`config.mk`:
```
export PLATFORM = sky130hd
export DESIGN_NAME = clk_div_prog
export DESIGN_NICKNAME = d
export VERILOG_FILES = /design/src/rtl/clk_div_prog.sv
export SDC_FILE = /design/constraint.sdc
export NUM_CORES = 1
export LEC_CHECK = 0
export CAP_MARGIN = 30
export CORE_MARGIN = 1
export CORE_UTILIZATION = 60
export DETAILED_ROUTE_END_ITERATION = 16
export PLACE_DENSITY = 0.88
export SETUP_SLACK_MARGIN = 0.4
export SLEW_MARGIN = 20
export SYNTH_ARGS = -nofsm -noshare
export SYNTH_HDL_FRONTEND = slang
export SYNTH_SLANG_ARGS = --single-unit
```
`constraint.sdc`:
```
create_clock -name clk -period 6.2 [get_ports clk]
set_input_delay 0.62 -clock clk [delete_from_list [all_inputs] [get_ports clk]]
set_output_delay 0.62 -clock clk [all_outputs]
set_load 0.02 [all_outputs]
```
`src/rtl/clk_div_prog.sv`:
```
// rtl/clk_div_prog.sv - runtime-programmable integer clock divider with duty control and tick strobe

module clk_div_prog #(
  parameter int CNT_W        = 17,
  parameter int DIV_DEFAULT  = 50000,
  parameter int HIGH_DEFAULT = 25000
) (
  input  logic             clk,
  input  logic             rst_n,
  input  logic             en,
  input  logic             cfg_valid,
  input  logic [CNT_W-1:0] cfg_div,
  input  logic [CNT_W-1:0] cfg_high,
  output logic             cfg_ready,
  output logic             clk_out,
  output logic             tick
);

  localparam logic [CNT_W-1:0] ZERO      = '0;
  localparam logic [CNT_W-1:0] ONE       = CNT_W'(1);
  localparam logic [CNT_W-1:0] TWO       = CNT_W'(2);
  localparam logic [CNT_W-1:0] DIV_INIT  = CNT_W'(DIV_DEFAULT);
  localparam logic [CNT_W-1:0] HIGH_INIT = CNT_W'(HIGH_DEFAULT);

  // Period counter and registered outputs
  logic [CNT_W-1:0] cnt_q, cnt_d;
  logic             clk_out_q, clk_out_d;
  logic             tick_q, tick_d;

  // Active configuration governing the current period
  logic [CNT_W-1:0] div_q, div_d;
  logic [CNT_W-1:0] high_q, high_d;

  // Shadow configuration waiting for a period boundary
  logic [CNT_W-1:0] pdiv_q, pdiv_d;
  logic [CNT_W-1:0] phigh_q, phigh_d;
  logic             pend_q, pend_d;

  // Combinational helpers
  logic [CNT_W-1:0] div_clamp;
  logic [CNT_W-1:0] high_floor;
  logic [CNT_W-1:0] high_clamp;
  logic [CNT_W-1:0] last_cnt;
  logic [CNT_W-1:0] low_cnt;
  logic             cfg_accept;
  logic             wrap;
  logic             apply;

  // The slot is free whenever nothing is waiting to be applied
  assign cfg_ready  = ~pend_q;
  assign cfg_accept = cfg_valid & ~pend_q;

  // Clamp requested values so the period has at least one low and one high cycle
  always_comb begin
    div_clamp  = (cfg_div < TWO) ? TWO : cfg_div;
    high_floor = (cfg_high < ONE) ? ONE : cfg_high;
    high_clamp = (high_floor > (div_clamp - ONE)) ? (div_clamp - ONE) : high_floor;
  end

  // Period boundary detection and apply condition
  always_comb begin
    last_cnt = div_q - ONE;
    low_cnt  = div_q - high_q;
    wrap     = en & (cnt_q == last_cnt);
    // A disabled divider has no period in flight, so a pending config can land at once
    apply    = pend_q & (wrap | ~en);
  end

  // Counter and output next-state
  always_comb begin
    cnt_d     = cnt_q;
    clk_out_d = clk_out_q;
    tick_d    = tick_q;
    if (en) begin
      cnt_d     = wrap ? ZERO : (cnt_q + ONE);
      // On wrap cnt_d is 0 and low_cnt is at least 1, so the new period always opens low
      // regardless of whether fresh values are applied on this edge.
      clk_out_d = (cnt_d >= low_cnt);
      tick_d    = wrap;
    end else begin
      cnt_d     = ZERO;
      clk_out_d = 1'b0;
      tick_d    = 1'b0;
    end
  end

  // Configuration next-state: shadow load on accept, transfer to active on apply
  always_comb begin
    div_d   = div_q;
    high_d  = high_q;
    pdiv_d  = pdiv_q;
    phigh_d = phigh_q;
    pend_d  = pend_q;
    if (apply) begin
      div_d  = pdiv_q;
      high_d = phigh_q;
      pend_d = 1'b0;
    end
    // Accept needs pend_q low and apply needs it high, so the two never collide
    if (cfg_accept) begin
      pdiv_d  = div_clamp;
      phigh_d = high_clamp;
      pend_d  = 1'b1;
    end
  end

  // Counter, outputs and active configuration registers
  always_ff @(posedge clk) begin
    if (!rst_n) begin
      cnt_q     <= ZERO;
      clk_out_q <= 1'b0;
      tick_q    <= 1'b0;
      div_q     <= DIV_INIT;
      high_q    <= HIGH_INIT;
    end else begin
      cnt_q     <= cnt_d;
      clk_out_q <= clk_out_d;
      tick_q    <= tick_d;
      div_q     <= div_d;
      high_q    <= high_d;
    end
  end

  // Shadow configuration registers; reset drops any half-finished handshake
  always_ff @(posedge clk) begin
    if (!rst_n) begin
      pdiv_q  <= DIV_INIT;
      phigh_q <= HIGH_INIT;
      pend_q  <= 1'b0;
    end else begin
      pdiv_q  <= pdiv_d;
      phigh_q <= phigh_d;
      pend_q  <= pend_d;
    end
  end

  assign clk_out = clk_out_q;
  assign tick    = tick_q;

endmodule
```
## After elaboration in Yosys (flattened, before gate mapping)

Index checks and enable logic that the tools add are counted.

| storage, ports and cells | value |
|---|---|
| register bits | 88 |
| input bits | 38 |
| output and inout port bits | 3 |
| word-level logic and storage cells | 31 |

| cells by class | value |
|---|---|
| add/subtract/negate cells | 4 |
| $lt $le $gt $ge | 4 |
| equality and inequality tests | 1 |
| multiplexer cells | 6 |
| bitwise gates (word level) | 6 |
| reductions and logical operators | 2 |

Operators by type and width:

| kind | number |
|---|---|
| 17-bit two-way mux | 4 |
| 17-bit by 1-bit subtractor with 17-bit output (second input constant) | 2 |
| 17-bit by 1-bit adder with 17-bit output (second input constant) | 1 |
| 17-bit == test | 1 |
| 17-bit >= comparator | 1 |
| 17-bit > comparator | 1 |
| 17-bit by 1-bit less-than comparator with 1-bit output (second input constant) | 1 |
| 17-bit by 2-bit less-than comparator with 1-bit output (second input constant) | 1 |
| 17-bit subtractor | 1 |
| 1-bit AND | 3 |
| 1-bit two-way mux | 2 |
| 1-bit inverter | 2 |
| 2-bit AND reduction | 1 |
| 2-bit nonzero test | 1 |
| 1-bit bitwise OR | 1 |

## Depth between registers and ports, before layout

Gate-level depths: netlist of run 1.

| logic depth | value |
|---|---|
| depth in word-level cells | 7 |
| mapped depth | 21 |
| gate-level depth less buffers | 20 |

## Worst setup path before layout of run 1

No wires, ideal clock.

| path | value |
|---|---|
| path type | input to register |
| from | input port cfg_div[3] |
| to | register phigh_q[14] |
| arrival | 4.648 ns |
| slack | 1.446 ns |
| stages on the path | 18 |
| cells stage by stage | or4_1 > or3_1 > nor4_1 > nand2_1 > nand2_1 > ha_1 > nand2_1 > nor4_1 > xnor2_1 > ha_1 > a21o_1 > a21o_1 > a211oi_1 > o211ai_1 > and2_1 > clkbuf_1 > and2_1 > o311ai_0 |

| on the way | value |
|---|---|
| word-level cells in the longest chain between the ends | 5 |

Ends and longest elaborated chain:

| element | RTL line | source |
|---|---|---|
| start, declared | 12 | `input logic [CNT_W-1:0] cfg_div,` |
| 17-bit by 2-bit less-than comparator with 1-bit output | 55 | `div_clamp = (cfg_div < TWO) ? TWO : cfg_div;` |
| 17-bit two-way mux * | 55 |  |
| 17-bit by 1-bit subtractor with 17-bit output * | 57 | `high_clamp = (high_floor > (div_clamp - ONE)) ? (div_clamp - ONE) : high_floor;` |
| 17-bit > comparator | 57 |  |
| 17-bit two-way mux * | 57 |  |
| end signal, assigned | 132 | `phigh_q <= phigh_d;` |
| end, declared | 36 | `logic [CNT_W-1:0] phigh_q, phigh_d;` |

Mark *: on every way between the ends. The rest lies on a longest branch, timed or not.
A chain may end at the register's enable or synchronous reset.

## Worst setup path after layout of run 1

| path | value |
|---|---|
| from | input port cfg_div[3] |
| to | register phigh_q[8] |

Same word-level chain as after synthesis.

==> results of run 1 <==
## final cells by class
| type | count | share of cell area |
|---|---|---|
| multi-input combinational | 523 | 0.5697 |
| inverter | 41 | 0.02411 |
| timing repair buffer | 46 | 0.07273 |
| clock buffer | 10 | 0.02000 |
| tap | 129 | 0.02529 |
| sequential | 88 | 0.2760 |
| clock inverter | 6 | 0.01215 |
## synth_stat cells, types with 3 or more instances
cell type	instances
nor2_1	73
clkbuf_1	37
xnor2_1	41
a22oi_1	8
and2_1	12
a21oi_1	24
nand2b_1	8
a2bb2oi_1	5
o21bai_1	4
and3_1	5
nor4_1	12
xor2_1	25
nor3_1	12
nand4_1	12
nand3_1	30
or4_1	4
a211o_1	3
ha_1	53
nand2_1	57
dfxtp_1	88
inv_1	41
o21a_1	3
o211ai_1	13
o311ai_0	4
o21ai_0	11
nor2b_1	4
a31o_2	3
buf_2	4
a21boi_0	9
or3_1	6
o311ai_1	3
a211oi_1	3
a22o_1	22
a21o_1	17
mux2i_1	4
and4_1	3
## cell families (layout without fill, tap and decap cells)
family | after synthesis | in the layout | share of synthesized area
compound gates | 148 | 148 | 0.1895
xor+xnor | 66 | 66 | 0.1007
fa+ha+maj | 54 | 54 | 0.1191
buf+inv | 86 | 103 | 0.06040
flops | 88 | 88 | 0.3070
mux | 4 | 4 | 0.006978
simple gates | 251 | 251 | 0.2163
## how the worst max path moves through the flow
stage / endpoint / cells after the start
detailed placement: phigh_q[8]$_SDFFE_PN1P_ / 19
finish: phigh_q[8]$_SDFFE_PN1P_ / 20
CTS: phigh_q[14]$_SDFFE_PN1P_ / 19
global placement: phigh_q[14]$_SDFFE_PN1P_ / 20
global route: phigh_q[8]$_SDFFE_PN1P_ / 20
floorplan: phigh_q[14]$_SDFFE_PN1P_ / 18
## power breakdown
part           switching (mW)  internal, mW  total, mW  leakage, nW
clock network           0.219         0.194      0.413        0.101
registers              0.0184         0.590      0.608        0.718
logic                   0.127         0.105      0.232         1.84
## placed cells by master (no fill, tap or decap), drive strengths merged, types with 3 or more instances in the layout
| cell | count |
|---|---|
| dfxtp | 88 |
| nor2 | 73 |
| nand2 | 57 |
| ha | 53 |
| inv | 43 |
| xnor2 | 41 |
| clkdlybuf4s50 | 40 |
| nand3 | 31 |
| xor2 | 25 |
| a21oi | 25 |
| a22o | 22 |
| a21o | 17 |
| o211ai | 13 |
| nor4 | 13 |
| and2 | 12 |
| nand4 | 12 |
| nor3 | 12 |
| o21ai | 12 |
| a21boi | 10 |
| clkbuf | 10 |
| nand2b | 8 |
| a22oi | 8 |
| o311ai | 7 |
| or3 | 6 |
| buf | 6 |
| and3 | 5 |
| a2bb2oi | 5 |
| or4 | 4 |
| o21bai | 4 |
| mux2i | 4 |
| nor2b | 4 |
| a31o | 4 |
| or2 | 4 |
| and4 | 3 |
| o21a | 3 |
| a211oi | 3 |
| a211o | 3 |
## critical path, delay by kind of cell
kind | cells | cell delay [ps]
AO/OA/AOI/OAI | 5 | 1050
AND/OR/NAND/NOR | 9 | 2340
buffers and inverters | 3 | 930
adder cells (fa/ha/maj) | 2 | 530
XOR/XNOR | 1 | 200
## flip-flops by register name (all words and copies together) (netlist names)
| signal | count |
|---|---|
| cnt_q | 17 |
| div_q | 17 |
| high_q | 17 |
| pdiv_q | 17 |
| phigh_q | 17 |
| clk_out | 1 |
| pend_q | 1 |
| tick | 1 |
## per-layer routing
metal	up-vias	GRT usage	share of wire
met5	-	0	0
li1	2487	-	-
met2	156	0.5029	0.48
met4	0	0.1052	0.020
met3	30	0.03482	0.044
met1	2334	0.3739	0.46
==> summary.txt, run 1 <==
Outcome
  • Outcome: complete, no violations

Timing
  • Final TNS setup: 0 ps
  • Max_slew headroom: 0.3297
  • Final hold vios: 0
  • Max-slew violations: 0
  • Clock Skews: between 10 and 15 ps
  • Hold Slack: approximately 480 ps
  • Final worst setup slack: around 770 ps
  • Fmax: about 0.18 GHz
  • Final critical-path share of the clock period: 0.8762
  • Actual slew at the worst max-slew pin: slightly below 1000 ps
  • Final setup violation count: 0
  • Post-layout min period: approximately 5400 ps
  • Unrepaired setup endpoints after global routing: false

Placed design
  • Post-DP HPWL: roughly 11000 µm
  • Placed instance area: ~6000 µm²
  • Worst slack at placement: about 370 ps
  • Inst Count DP: slightly above 800
  • I/O Buffers: 40
  • GP Congestion: 0.9261

Synthesis
  • Post-synthesis sequential element count: 88
  • Share of the yosys chip area belonging to registers: 0.3070
  • Syn_nets: 789
  • Synth Instances: roughly 700
  • Post-synth EDFFs: 0
  • Area leader, netlist: dfxtp_1
  • Post-Syn Area: ~5700 µm²
  • Synth Flop Type: dfxtp_1
  • Yosys top cell area share: 0.3070
  • Synth area leaders: dfxtp_1 (31%), ha_1 (12%), xnor2_1 (6.3%), nor2_1 (4.8%), xor2_1 (3.8%)
  • Distinct cells, synth: 62
  • Asr flop ratio synth: 0
  • Synth Area per Inst: between 8 and 9 µm²
  • Syn. warnings: 0

Clock tree
  • Cts hold-fix bufs: 0
  • Post-CTS setup buffers: 0
  • Clock-pin slew on the worst setup and hold paths: roughly 90 ps
  • Clock latency on the worst-skew pair: ~360 ps
  • Number of H-tree levels: 3
  • Clock sinks: between 80 and 90
  • CTS root buf: clkbuf_8
  • Longest Clk Path Bufs: 2
  • # resized after CTS: 0
  • CTS Buf Count: 9
  • CTS tree: done

Cells and area
  • Area grow syn2layout: 11.23%
  • Final Net Count: approximately 800
  • Cell area after layout: around 6400 µm²
  • Layout cell share with drive strength beyond 1: 0.04342
  • Final Instance Count excl. Fillers: about 840
  • Multi-input gate area: between 3000 and 4000 µm²
  • Fillcell total: roughly 740
  • Final core occ: 0.6907
  • ANT cells: 0
  • Storage cell area: 1762 µm²

Critical path
  • Crit path capture type: flop
  • Worst setup path class: in2reg
  • Critical path peak fanout: 17
  • Crit path cell chain: clkdlybuf4s50_1, or4_1, or3_1, nor4_1, buf_4, nand2_1, nand2_1, ha_1, nand2_1, nor4_1, xnor2_1, ha_1, a21o_1, a21o_1, a211oi_1, o211ai_1, and2_1, buf_8, and2_1, o311ai_0
  • Nature of the critical path startpoint: input port
  • Critical path origin: cfg_div[3]
  • Critical Path RT: ~6500 ps
  • Slowest-stage cell, CP: or4_1
  • Worst Path Arrival: about 5700 ps
  • Worst reg2reg startpoint: div_q[2]$_SDFFE_PN0P_
  • FF-to-FF path depth: 17
  • Reg2reg end: clk_out$_SDFF_PN0_
  • Reg2reg setup slack: between 1000 and 1500 ps
  • CP dominant cell by count: nand2_1
  • Slowest stage delay, CP: about 630 ps

Route
  • Initial DRC count: between 200 and 250
  • Final wirelength: approximately 14000 µm
  • Vias: 5007
  • DRC: 0
  • Post-DRT Antenna Nets: 0
  • Wire per inst: 16.37 µm
  • Vias per cell: roughly 5.9
  • Router iterations before antenna repair: 5

Min path
  • Hold_sp: pdiv_q[13]$_SDFFE_PN0P_
  • Hold Path Stages: 2
  • Hold Crit Class: reg2reg
  • Hold Path Sink: pdiv_q[13]$_SDFFE_PN0P_

Floorplan
  • Die Wd: around 100 µm
  • I/O pin count: 41
  • Initial Util: 0.6210
  • Rows: 35
  • Vertical die dimension: ~100 µm
  • Core area: between 9000 and 10000 µm²
  • Die ar.: roughly 10000 µm²

GRT
  • Vias in the first global route: roughly 4900
  • First-pass GRT wire length: 23240 µm
  • Initial antenna violation count: 0
  • All-Layer GR Usage: 0.2911
  • Largest net degree at the start of global routing: 53
  • GR Overflow Total: 0

Pwr
  • Lkg Pwr: around 2.7 nW
  • Design Power: 1.253 mW
  • PD cells: roughly 200 nW/µm²
  • Max IR drop VDD: ~0.12 mV

Run
  • Max_cap viols: 0
Note: power is estimated with default switching activity, not from simulation.
==> inputs of run 2 (changes only) <==
--- a/config.mk
+++ b/config.mk
@@ -5,7 +5,8 @@
 export SDC_FILE = /design/constraint.sdc
 export NUM_CORES = 1
 export LEC_CHECK = 0
-export CAP_MARGIN = 30
+export CAP_MARGIN = 20
+export CORE_ASPECT_RATIO = 1.5
 export CORE_MARGIN = 1
 export CORE_UTILIZATION = 60
 export DETAILED_ROUTE_END_ITERATION = 16
==> summary.txt, run 2 (synthesis gave the netlist of run 1 again) <==
Clock tree
  • Post-CTS setup buffers: 0 (unchanged)
  • Clock latency on the worst-skew pair: 340 ps (-20 ps)
  • CTS Buf Count: 9 (unchanged)
  • # resized after CTS: 0 (unchanged)
  • Clock sinks: 88 (unchanged)
  • Longest Clk Path Bufs: 2 (unchanged)
  • CTS tree: done
  • Number of H-tree levels: 3 (unchanged)
  • Cts hold-fix bufs: 0 (unchanged)
  • Clock-pin slew on the worst setup and hold paths: 70 ps (-20 ps)
  • CTS root buf: clkbuf_16

Floorplan
  • Die Wd: 81.85 µm (-18%)
  • Initial Util: 0.6201 (-0.0009236)
  • Core area: 9254 µm² (+0.15%)
  • I/O pin count: 41 (unchanged)
  • Vertical die dimension: 121.8 µm (+22%)
  • Rows: 43 (+23%)
  • Die ar.: 9966 µm² (about the same)

Critical path
  • Worst Path Arrival: 5460 ps (-230 ps)
  • Critical path peak fanout: 30 (+13)
  • Nature of the critical path startpoint: input port
  • Worst setup path class: in2reg
  • Crit path capture type: flop
  • Critical Path RT: 6430 ps (-20 ps)

Timing
  • Actual slew at the worst max-slew pin: 1027 ps (+34.71 ps)
  • Unrepaired setup endpoints after global routing: false
  • Final TNS setup: 0 ps (unchanged)
  • Fmax: 0.1910 GHz (+3.8%)
  • Final critical-path share of the clock period: 0.8444 (-0.03171)
  • Final setup violation count: 0 (unchanged)
  • Max_slew headroom: 0.3062 (-0.02345)
  • Final hold vios: 0 (unchanged)
  • Max-slew violations: 0 (unchanged)
  • Clock Skews: 5.448 ps (-4.954 ps)
  • Post-layout min period: 5236 ps (-196.6 ps)

Outcome
  • Outcome: complete, no violations

Route
  • Initial DRC count: 372 (+80%)
  • Post-DRT Antenna Nets: 0 (unchanged)
  • Final wirelength: 14180 µm (+2.7%)
  • Wire per inst: 17.25 µm (+5.3%)
  • DRC: 0 (unchanged)
  • Vias: 5148 (+2.8%)
  • Vias per cell: 6.263 (+5.4%)
  • Router iterations before antenna repair: 7 (+2)

Cells and area
  • ANT cells: 0 (unchanged)
  • Area grow syn2layout: 11.49%
  • Fillcell total: 733 (-1.1%)
  • Most frequent cells in the layout: dfxtp_1 (88), nor2_1 (73), nand2_1 (56)
  • Multi-input gate area: 3649 µm² (+0.34%)
  • Commonest non-fill, non-tap cell in the layout: dfxtp_1
  • Final Net Count: 798 (-0.37%)
  • Storage cell area: 1762 µm² (unchanged)
  • Final Instance Count excl. Fillers: 822 (-2.5%)
  • Layout cell share with drive strength beyond 1: 0.04085 (-0.002572)

GRT
  • All-Layer GR Usage: 0.3052 (+0.01413)
  • GR Overflow Total: 0 (unchanged)
  • First-pass GRT wire length: 23790 µm (+2.4%)
  • Largest net degree at the start of global routing: 53 (unchanged)
  • Vias in the first global route: 5157 (+4.5%)
  • Initial antenna violation count: 0 (unchanged)

Placed design
  • Inst Count DP: 807 (-2.3%)
  • Post-DP HPWL: 10630 µm (-0.43%)
  • GP Congestion: 0.9053 (-2.2%)
  • I/O Buffers: 40 (unchanged)

Run
  • Max_cap viols: 0 (unchanged)

Pwr
  • Max IR drop VDD: 0.1681 mV (+44%)
  • Lkg Pwr: 2.670 nW (+0.29%)
  • PD cells: 209.0 nW/µm² (+6.5%)

Min path
  • Hold Crit Class: reg2reg
## run 2: metrics by stage
step / utilization / hold slack, ps / area (µm²) / setup WS (ps) / power, mW
after floorplan: - / 431.1 / 5738 / 1446 / 0.7689
after global placement: 0.6608 / 449.6 / 6115 / 442.3 / 0.8296
after detailed placement: 0.6608 / 447.8 / 6115 / 267.3 / 0.8401
after CTS: 0.6900 / 465.7 / 6385 / 595.3 / 1.335
after global routing: 0.6913 / 490.4 / 6397 / 547.8 / 1.392
final: 0.6913 / 465.8 / 6397 / 964.4 / 1.337
## run 2: layer usage
metal / track usage / vias to the layer above / wire [µm]
li1: - / 2484 / -
met1: 0.3495 / 2420 / 5548
met2: 0.5305 / 184 / 7398
met3: 0.05019 / 60 / 564
met4: 0.1568 / 0 / 668
met5: 0 / - / 0
## run 2: layout make-up
cell class              count  area share
multi-input cells         523      0.5703
repair buffers             43     0.06611
well taps                 112     0.02190
inverters                  41     0.02406
clock inverters             5    0.006454
clock buffers              10     0.03579
flip-flops and latches     88      0.2754
## run 2: worst max-delay path, cell delays in order
cell and delay, ps:
clkdlybuf4s50_1 540, or4_1 640, or3_1 390, nor4_1 270, buf_4 190, nand2_1 50
nand2_1 130, ha_1 200, nand2_1 140, nor4_1 250, xnor2_1 190, ha_1 290
a21o_1 160, a21o_1 170, a211oi_1 350, o211ai_1 130, and2_4 250, and2_1 190
o311ai_0 300
## run 2: final timing paths
path | startpoint | to | slack [ps] | cells past startpoint
setup reg to reg | div_q[2]$_SDFFE_PN0P_ | clk_out$_SDFF_PN0_ | 1050 | 17
setup / recovery | cfg_div[3] | phigh_q[8]$_SDFFE_PN1P_ | 960 | 19
hold reg to reg | pdiv_q[8]$_SDFFE_PN1P_ | div_q[8]$_SDFFE_PN1P_ | 470 | 2
hold / removal | pdiv_q[8]$_SDFFE_PN1P_ | div_q[8]$_SDFFE_PN1P_ | 470 | 2
## run 2: power by group
part | switching [mW] | leakage [nW] | internal (mW)
clock network | 0.229 | 0.126 | 0.274
registers | 0.0177 | 0.718 | 0.590
logic | 0.126 | 1.83 | 0.101
total | 0.372 | 2.67 | 0.965
==> inputs of run 3 (changes only) <==
--- a/config.mk
+++ b/config.mk
@@ -8,9 +8,9 @@
 export CAP_MARGIN = 20
 export CORE_ASPECT_RATIO = 1.5
 export CORE_MARGIN = 1
-export CORE_UTILIZATION = 60
+export CORE_UTILIZATION = 54
 export DETAILED_ROUTE_END_ITERATION = 16
-export PLACE_DENSITY = 0.88
+export PLACE_DENSITY = 0.84
 export SETUP_SLACK_MARGIN = 0.4
 export SLEW_MARGIN = 20
 export SYNTH_ARGS = -nofsm -noshare
==> constraint.sdc (replaced) <==
create_clock -name clk -period 4.6 [get_ports clk]
set_input_delay 0.46 -clock clk [delete_from_list [all_inputs] [get_ports clk]]
set_output_delay 0.46 -clock clk [all_outputs]
set_load 0.02 [all_outputs]
==> summary.txt, run 3 (synthesis gave the netlist of run 1 again) <==
Outcome
  • Outcome: complete, no violations

Placed design
  • GP Congestion: 0.9191 (+1.5%)
  • Placed instance area: 6525 µm² (+6.7%)
  • I/O Buffers: 40 (unchanged)
  • Post-DP HPWL: 11230 µm (+5.6%)

Pwr
  • Combinational power share: 0.198 (+0.029)
  • NetSw: 0.5208 mW (+40%)
  • Switching fraction of total power: 0.2685 (-0.009980)
  • Max IR drop VDD: 0.1661 mV (-1.2%)
  • Int Pwr: 1.419 mW (+47%)
  • Clock Power Share: 0.379 (+0.003)
  • PD cells: 271.5 nW/µm² (+30%)
  • Seq pwr share: 0.423 (-0.032)
  • Lkg Pwr: 3.048 nW (+14%)

Clock tree
  • Cts hold-fix bufs: 0 (unchanged)
  • Number of H-tree levels: 3 (unchanged)
  • CTS root buf: clkbuf_16
  • CTS Buf Count: 9 (unchanged)
  • Longest Clk Path Bufs: 2 (unchanged)
  • CTS tree: done
  • Clock sinks: 88 (unchanged)
  • Clock-pin slew on the worst setup and hold paths: 60 ps (about the same)
  • Clock latency on the worst-skew pair: 330 ps (about the same)

Min path
  • Hold Crit Class: reg2reg

Cells and area
  • Final Net Count: 847 (+6.1%)
  • Most frequent cells in the layout: dfxtp_1 (82), nor2_1 (67), nand2_1 (53)
  • Commonest non-fill, non-tap cell in the layout: dfxtp_1
  • ANT cells: 0 (unchanged)
  • Area grow syn2layout: 24.53%
  • Layout cell share with drive strength beyond 1: 0.1684 (+0.1276)
  • Cell area after layout: 7146 µm² (+12%)
  • Final core occ: 0.6973 (+0.005994)

Critical path
  • Critical path peak fanout: 7 (-77%)
  • Nature of the critical path startpoint: input port
  • Crit path capture type: flop
  • Critical Path RT: 4840 ps (-1590 ps)
  • Worst setup path class: in2reg
  • Worst Path Arrival: 4370 ps (-1090 ps)

GRT
  • Vias in the first global route: 5276 (+2.3%)
  • Largest net degree at the start of global routing: 52 (-1.9%)
  • GR Overflow Total: 0 (unchanged)
  • First-pass GRT wire length: 24140 µm (+1.5%)
  • All-Layer GR Usage: 0.2759 (-0.02937)
  • Initial antenna violation count: 0 (unchanged)

Timing
  • Actual slew at the worst max-slew pin: 835.5 ps (-191.8 ps)
  • Final setup violation count: 0 (unchanged)
  • Final critical-path share of the clock period: 0.8991
  • Unrepaired setup endpoints after global routing: false
  • Final hold vios: 0 (unchanged)
  • Max_slew headroom: 0.4418 (+0.1356)
  • Max-slew violations: 0 (unchanged)
  • Fmax: approximately 0.24 GHz
  • Clock Skews: 4.746 ps (-0.7027 ps)
  • Post-layout min period: between 4000 and 5000 ps

Floorplan
  • Core area: 10250 µm² (+11%)
  • Rows: 45 (+4.7%)
  • Die Wd: 86.17 µm (+5.3%)
  • Initial Util: 0.5600 (-0.06011)
  • I/O pin count: 41 (unchanged)
  • Vertical die dimension: 128.3 µm (+5.3%)
  • Die ar.: 11050 µm² (+11%)

Route
  • Post-DRT Antenna Nets: 0 (unchanged)
  • Initial DRC count: 235 (-37%)
  • Final wirelength: 15260 µm (+7.6%)
  • Vias: 5343 (+3.8%)
  • DRC: 0 (unchanged)
  • Router iterations before antenna repair: 5 (-2)
  • Wire per inst: 16.93 µm (-1.8%)
  • Vias per cell: 5.930 (-5.3%)

Run
  • Max_cap viols: 0 (unchanged)
==> run 3: cell count changes in the layout (fill, tap and decap cells not counted), moves of 6 or more <==
cell,change
dfxtp_2,+6
buf_4,+44
nor2_1,-6
dfxtp_1,-6
clkdlybuf4s50_1,-8
==> run 3: timing repair <==
item / in CTS / in global routing
resized for setup: 30 / 41
cloned: 0 / 1
pin swaps: 22 / 22
setup endpoints to repair: 18 / 18
setup buffers: 7 / 2
==> run 3: power groups by stage <==
stage          clock network, mW  registers [mW]  logic (mW)
2_1_floorplan                  0           0.828       0.218
3_3_place_gp                   0           0.833       0.323
3_5_place_dp                   0           0.835       0.335
4_1_cts                    0.737           0.819       0.352
5_1_grt                    0.775           0.823       0.417
6_report                   0.735           0.820       0.384
==> run 3: per-layer routing <==
metal / up-vias / GRT usage / wire length (µm) / share of wire
met5: - / 0 / 0 / 0
met4: 0 / 0.1853 / 857 / 0.056
met3: 62 / 0.03348 / 509 / 0.033
met2: 193 / 0.5065 / 7927 / 0.52
met1: 2498 / 0.2889 / 5962 / 0.39
li1: 2590 / - / - / -
==> run 3: worst paths after layout <==
| path | startpoint | end | slack (ps) | cells after the start |
|---|---|---|---|---|
| worst max register to register | div_q[8]$_SDFFE_PN1P_ | clk_out$_SDFF_PN0_ | 510 | 17 |
| worst max-delay path | cfg_div[4] | phigh_q[13]$_SDFFE_PN1P_ | 460 | 20 |
| worst min-delay path | phigh_q[3]$_SDFFE_PN1P_ | high_q[3]$_SDFFE_PN1P_ | 460 | 2 |
| worst min register to register | phigh_q[3]$_SDFFE_PN1P_ | high_q[3]$_SDFFE_PN1P_ | 460 | 2 |
==> run 3: critical path, cell delays in order <==
cell and delay (ps):
clkbuf_2 90, or4_4 520, or3_4 400, nor4_4 340, nand2_1 120, nand2_2 100
ha_4 170, nand2_8 80, nor2_4 120, buf_6 120, nand2_4 50, xor2_2 150
ha_1 340, nand4_1 190, nor4_2 330, a21oi_1 60, and2_4 170, buf_8 130
and2_4 160, o311ai_4 250
==> run 3: final cells by class <==
class	instances	area (µm²)
Multi-Input combinational cell	523	3924
Fill cell	772	3102
Sequential cell	88	1769
Timing Repair Buffer	92	823.3
Clock buffer	12	246.5
Tap cell	141	176.4
Inverter	41	153.9
Clock inverter	4	52.55
==> run 3: per-stage QoR <==
| step | power, mW | TNS [ps] | setup slack, ps | hold slack [ps] | cells |
|---|---|---|---|---|---|
| finish | 1.940 | 0 | 463.9 | 464.0 | 901 |
| floorplan | 1.046 | 0 | 358.9 | 431.1 | 697 |
| global placement | 1.157 | -2024 | -211.4 | 454.4 | 875 |
| CTS | 1.908 | 0 | 394.8 | 465.0 | 898 |
| global route | 2.016 | 0 | 375.2 | 487.5 | 901 |
| detailed placement | 1.170 | -3801 | -316.5 | 456.0 | 875 |
